### src/rtl/regs_wport_ctrl_pkg.sv
// Shared widths, constants and arbiter state encoding for the regfile write-port controller.
// Optional feature macro: REGS_ARB_FAIR_EN (bounded MCU starvation).
package regs_wport_ctrl_pkg;

  localparam int DATA_W     = 32;
  localparam int ADDR_W     = 5;
  localparam int NUM_REGS   = 32;
  localparam int STARVE_LIM = 8;
  localparam int CNT_W      = $clog2(STARVE_LIM);

  localparam logic [ADDR_W-1:0] ZERO_REG     = '0;
  localparam logic [DATA_W-1:0] ZERO_WORD    = '0;
  localparam logic              WRITE_ENABLE = 1'b1;

  typedef enum logic [1:0] {
    IDLE  = 2'd0,
    PEND  = 2'd1,
    FORCE = 2'd2
  } arb_state_e;

endpackage

### src/rtl/regs_wport_ctrl_scoreboard.sv
// Busy bitmap for destinations of in-flight MCU ops: one set port, one clear port, three read ports.
// Used by regs_wport_ctrl (macro REGS_ARB_FAIR_EN does not affect this block).
module regs_wport_ctrl_scoreboard
  import regs_wport_ctrl_pkg::*;
(
  input  logic              clk,
  input  logic              rst,
  input  logic              set_en,
  input  logic [ADDR_W-1:0] set_addr,
  input  logic              clr_en,
  input  logic [ADDR_W-1:0] clr_addr,
  input  logic [ADDR_W-1:0] rd_addr_a,
  input  logic [ADDR_W-1:0] rd_addr_b,
  input  logic [ADDR_W-1:0] rd_addr_c,
  output logic              busy_a,
  output logic              busy_b,
  output logic              busy_c
);

  logic [NUM_REGS-1:0] busy;

  // The set is written after the clear so a same-edge issue keeps the register busy.
  always_ff @(posedge clk or posedge rst) begin
    if (rst) begin
      busy <= '0;
    end else begin
      if (clr_en) busy[clr_addr] <= 1'b0;
      if (set_en) busy[set_addr] <= 1'b1;
    end
  end

  assign busy_a = (rd_addr_a != ZERO_REG) && busy[rd_addr_a];
  assign busy_b = (rd_addr_b != ZERO_REG) && busy[rd_addr_b];
  assign busy_c = (rd_addr_c != ZERO_REG) && busy[rd_addr_c];

  // Re-issuing to a busy register is only legal when that register is released on the same edge.
  issue_to_busy: assert property (@(posedge clk) disable iff (rst)
    (set_en && busy[set_addr]) |-> (clr_en && clr_addr == set_addr));

endmodule

### src/rtl/regs_wport_ctrl.sv
// Regfile write-port arbiter (WB over MCU) with registered write outputs and MCU hazard scoreboard.
// Define REGS_ARB_FAIR_EN to bound MCU starvation by freezing the pipe (FORCE state).
module regs_wport_ctrl
  import regs_wport_ctrl_pkg::*;
(
  input  logic              clk_100MHz,
  input  logic              arst,
  input  logic              wb_ena_i,
  input  logic [ADDR_W-1:0] wb_addr_i,
  input  logic [DATA_W-1:0] wb_data_i,
  input  logic              mc_issue_i,
  input  logic [ADDR_W-1:0] mc_issue_addr_i,
  input  logic              mc_valid_i,
  input  logic [ADDR_W-1:0] mc_addr_i,
  input  logic [DATA_W-1:0] mc_data_i,
  output logic              mc_ready_o,
  input  logic [ADDR_W-1:0] id_rs1_addr_i,
  input  logic [ADDR_W-1:0] id_rs2_addr_i,
  input  logic [ADDR_W-1:0] id_rd_addr_i,
  output logic              id_stall_o,
  output logic              stall_pipe_o,
  output logic              w_ena_o,
  output logic [ADDR_W-1:0] w_addr_o,
  output logic [DATA_W-1:0] w_data_o
);

  arb_state_e state, state_nxt;
  logic       xfer;
  logic       busy_rs1, busy_rs2, busy_rd;

  assign mc_ready_o = mc_valid_i & ~wb_ena_i;
  assign xfer       = mc_valid_i & mc_ready_o;

  // Writes to x0 still consume the grant but never reach the regfile.
  always_ff @(posedge clk_100MHz or posedge arst) begin
    if (arst) begin
      w_ena_o  <= 1'b0;
      w_addr_o <= ZERO_REG;
      w_data_o <= ZERO_WORD;
    end else if (wb_ena_i) begin
      w_ena_o  <= (wb_addr_i != ZERO_REG) ? WRITE_ENABLE : 1'b0;
      w_addr_o <= wb_addr_i;
      w_data_o <= wb_data_i;
    end else if (xfer) begin
      w_ena_o  <= (mc_addr_i != ZERO_REG) ? WRITE_ENABLE : 1'b0;
      w_addr_o <= mc_addr_i;
      w_data_o <= mc_data_i;
    end else begin
      w_ena_o  <= 1'b0;
    end
  end

  always_ff @(posedge clk_100MHz or posedge arst) begin
    if (arst) state <= IDLE;
    else      state <= state_nxt;
  end

`ifdef REGS_ARB_FAIR_EN
  logic [CNT_W-1:0] starve_cnt;

  always_ff @(posedge clk_100MHz or posedge arst) begin
    if (arst)               starve_cnt <= '0;
    else if (xfer)          starve_cnt <= '0;
    else if (state == PEND) starve_cnt <= starve_cnt + 1'b1;
  end

  assign stall_pipe_o = (state == FORCE);
`else
  assign stall_pipe_o = 1'b0;
`endif

  always_comb begin
    state_nxt = state;
    case (state)
      IDLE: begin
        if (mc_valid_i && !mc_ready_o) state_nxt = PEND;
      end
      PEND: begin
        if (xfer) state_nxt = IDLE;
`ifdef REGS_ARB_FAIR_EN
        else if (starve_cnt == CNT_W'(STARVE_LIM - 1)) state_nxt = FORCE;
`endif
      end
      FORCE: begin
        if (xfer) state_nxt = IDLE;
      end
      default: state_nxt = IDLE;
    endcase
  end

  regs_wport_ctrl_scoreboard u_scoreboard (
    .clk       (clk_100MHz),
    .rst       (arst),
    .set_en    (mc_issue_i && (mc_issue_addr_i != ZERO_REG)),
    .set_addr  (mc_issue_addr_i),
    .clr_en    (xfer && (mc_addr_i != ZERO_REG)),
    .clr_addr  (mc_addr_i),
    .rd_addr_a (id_rs1_addr_i),
    .rd_addr_b (id_rs2_addr_i),
    .rd_addr_c (id_rd_addr_i),
    .busy_a    (busy_rs1),
    .busy_b    (busy_rs2),
    .busy_c    (busy_rd)
  );

  assign id_stall_o = busy_rs1 | busy_rs2 | busy_rd;

endmodule
### config.mk
export PLATFORM = sky130hd
export DESIGN_NAME = regs_wport_ctrl
export DESIGN_NICKNAME = d
export VERILOG_FILES = /design/src/rtl/regs_wport_ctrl_pkg.sv /design/src/rtl/regs_wport_ctrl_scoreboard.sv /design/src/rtl/regs_wport_ctrl.sv
export SDC_FILE = /design/constraint.sdc
export NUM_CORES = 1
export LEC_CHECK = 0
export ABC_AREA = 1
export BUFFER_PORTS_ARGS = -buffer_cell sky130_fd_sc_hd__buf_2
export CAP_MARGIN = 20
export CORE_ASPECT_RATIO = 1.5
export CORE_MARGIN = 8
export CORE_UTILIZATION = 51
export CTS_BUF_LIST = sky130_fd_sc_hd__clkbuf_16
export DETAILED_ROUTE_END_ITERATION = 7
export PLACE_DENSITY = 0.81
export SLEW_MARGIN = 20
export SYNTH_ARGS = -nofsm -noshare
export SYNTH_HDL_FRONTEND = slang
export SYNTH_SLANG_ARGS = --single-unit
### constraint.sdc
create_clock -name clk_100MHz -period 4.75 [get_ports clk_100MHz]
set_input_delay 0.7125 -clock clk_100MHz [delete_from_list [all_inputs] [get_ports clk_100MHz]]
set_output_delay 0.7125 -clock clk_100MHz [all_outputs]
set_load 0.03 [all_outputs]
==> qor.yml <==
post-place-ws_ns: 2.00
syn_area_per_cell_um2: 6.73
hold_buffers: 0
p_clk_share_pct: 33.8
maxSlewHeadroom_pct: 37.4
finClkSkew_ns: 0
boundaryPins: 140
cts_tree: "done"
grt_pass1_wl_um: 23400
hold_path_end: "u_scoreboard.busy[0]$_DFF_PP0_"
synth_ff_type: "dfrtp_1"
grt_pass1_vias: 4739
hold_viol: 0
synth_cell_types: 29
worstPathRequired_ns: 4.04
drt_iter0_markers: 330
fin_ws_ns: 1.95
ir_drop_mv: 0.364
rsz0062_at_grt: "no"
combPwrFrac_pct: 27.4
slowest_delay_ns: 0.30
cpMostUsedCell: "nand2_1"
start_kind: "primary input"
drive_gt1_share_pct: 23.3
syn-num-nets: 722
cts_setup_buffers: 0
outcome: "finished, final reports clean"
track_usage_pct: 25.4
dieArea_um2: 11400
end_kind: "primary output"
routed_via_density: 5.43
worstReg2RegStart: "u_scoreboard.busy[2]$_DFF_PP0_"
core-area_um2: 8010
powerDensity_nw_per_um2: 373
worstSetupPathType: "in -> out"
hp-class: "reg -> reg"
overflow: 0
min_period_ns: 2.80
swShare_pct: 35.0
routabilityCongestion: 1.04
reg2reg_depth: 2
maxCapViolCount: 0
crit_arrival_ns: 2.08
post_drt_wl_per_cell_um: 16.9
port-buffer-count: 138
syn2layout_area_growth_pct: 23.4
final.setup.tns_ns: 0
insertedDiodeCount: 0
rr_endpoint: "u_scoreboard.busy[2]$_DFF_PP0_"
layout.nets: 849
cts.repair.resized: 0
tightest_slew_ns: 0.938
die_w_um: 90.0
slew_violations: 0
die_y_um: 127
hpwl_um: 11400
setup_violations: 0
start_util_pct: 52.4
first_pass_iters: 5
finalNonFillerCells: 860
vias: 4671
cp_cell_sequence: "buf_2, inv_2, nand2_1, nand3_1, nand2_1, nand2_1, nand2_1, clkinv_1, a21oi_1, nor2_1, nand2_1, buf_2"
htreeDepth: 3
cts-buffers-inserted: 9
crit_slowest_cell: "buf_2"
num_rows: 40
hold_path_depth: 0
yosysWarnings: 0
clkTransAtPathRegs_ns: 0.05
cts.sinks: 70
syn_inst: 623
p_leak_nw: 2.78
hp-start: "u_scoreboard.busy[0]$_DFF_PP0_"
yosysSeqAreaShare_pct: 41.8
stdcell_area_um2: 5170
reg2reg_slack_ns: 3.91
synth-edff-count: 0
synth_area_um2: 4190
synth_seq_cells: 70
fmax_mhz: 357
route.detailed.drc: 0
grt_max_degree: 47
power.switching_mw: 0.677
ant_nets: 0
cp-startpoint: "id_rs1_addr_i[0]"
clock_latency_ns: 0.33
antenna_found_initial: 0
totalWireLength_um: 14500
place_area_um2: 4880
cp_max_fo: 21
post-route-period-util_pct: 58.9
internal_power_mw: 1.25
clockBufferDepth: 2
final_util_pct: 64.6
dpl.cell_count: 844
ys_async_sr_fraction_pct: 100
clock-root-buffer: "clkbuf_16"
seqPwrFrac_pct: 38.8
==> layer usage <==
metal	part of all wire [%]	up-vias	GRT usage [%]
met1	36	2143	26.2
met2	49	231	43.3
li1	-	2244	-
met4	6.6	0	18.7
met5	0	-	0
met3	8.3	53	7.44
==> critical path, delay by kind of cell <==
kind	cells	cell delay [ns]
and+or+nand+nor	7	0.49
AOI/OAI and AO/OA	1	0.15
buffers and inverters	4	0.72
==> through the flow <==
step | hold WS (ns) | power (mW)
floorplan | 0.429 | 1.09
global placement | 0.368 | 1.27
detailed placement | 0.366 | 1.28
CTS | 0.377 | 1.93
global route | 0.395 | 2.02
finish | 0.373 | 1.93
==> logic make-up (layout without fill, tap and decap cells) <==
kind of cell	Yosys count	in the layout	share of synthesized area, %
simple gates	386	386	38.5
buf+inv	91	223	9.79
compound gates	75	75	9.85
flops	70	70	41.8
other cells	1	1	0.0894
==> synth_stat cells (2+ instances only) <==
library cell,n,area [µm²]
nor2_1,13,48.8
buf_6,3,33.8
o211ai_1,7,52.6
buf_2,13,65.1
a21oi_1,2,10.0
nand3_2,2,20.0
dfrtp_1,70,1750
o21ai_0,37,185
inv_1,54,203
o22ai_1,3,18.8
inv_2,9,33.8
buf_4,3,22.5
a31oi_1,2,12.5
nand3_1,104,521
nor3_1,4,20.0
clkinv_1,2,7.51
o21ai_1,20,100
nand2_2,3,18.8
nand2_1,256,961
clkbuf_1,5,18.8
nor2_2,3,18.8
==> cells in the final DEF (no fill, tap or decap) <==
cell type / synthesis / layout
nor2_2: 3 / 3
or2_1: 1 / 1
inv_1: 54 / 53
nand3_2: 2 / 2
clkinv_1: 2 / 4
nor3_1: 4 / 4
o22ai_1: 3 / 3
nor2_1: 13 / 13
nand3_1: 104 / 104
inv_2: 9 / 10
a21oi_1: 2 / 2
nand2_1: 256 / 256
buf_4: 3 / 3
o21ai_1: 20 / 20
o31ai_1: 1 / 1
o21ai_2: 1 / 1
a21oi_2: 1 / 1
dfrtp_1: 70 / 70
clkbuf_16: 0 / 9
bufinv_16: 0 / 1
inv_8: 1 / 1
buf_2: 13 / 138
nand2_2: 3 / 3
o21ai_0: 37 / 37
o211ai_1: 7 / 7
clkinvlp_4: 0 / 3
clkinv_2: 0 / 1
o41ai_1: 1 / 1
a31oi_1: 2 / 2
conb_1: 1 / 1
==> area by class of cell <==
class	instances	area (µm²)
clock buffers	9	225
inverters	66	255
well taps	105	131
flip-flops and latches	70	1750
repair buffers	141	713
fillers	747	2840
clock inverters	7	65.1
multi-input cells	462	2030
==> sequential cells by signal (all words and copies together), names as in the netlist <==
name	cells
u_scoreboard.busy	32
w_ena_o	1
w_data_o	32
w_addr_o	5
==> power groups by stage <==
| stage | registers, mW | logic, mW | clock network (mW) |
|---|---|---|---|
| after global placement | 0.751 | 0.517 | 0 |
| after global routing | 0.760 | 0.584 | 0.676 |
| final | 0.750 | 0.529 | 0.652 |
| after detailed placement | 0.756 | 0.525 | 0 |
| after CTS | 0.748 | 0.526 | 0.654 |
| after floorplan | 0.801 | 0.284 | 0 |
==> worst max path at each step <==
stage	to	slack, ns	depth (start not counted)
after global routing	id_stall_o	1.82	12
after global placement	id_stall_o	2.05	12
after detailed placement	id_stall_o	2.00	12
final	id_stall_o	1.95	12
after CTS	mc_ready_o	1.99	4
after floorplan	u_scoreboard.busy[0]$_DFF_PP0_	2.27	1
Note: power is estimated with default switching activity, not from simulation.
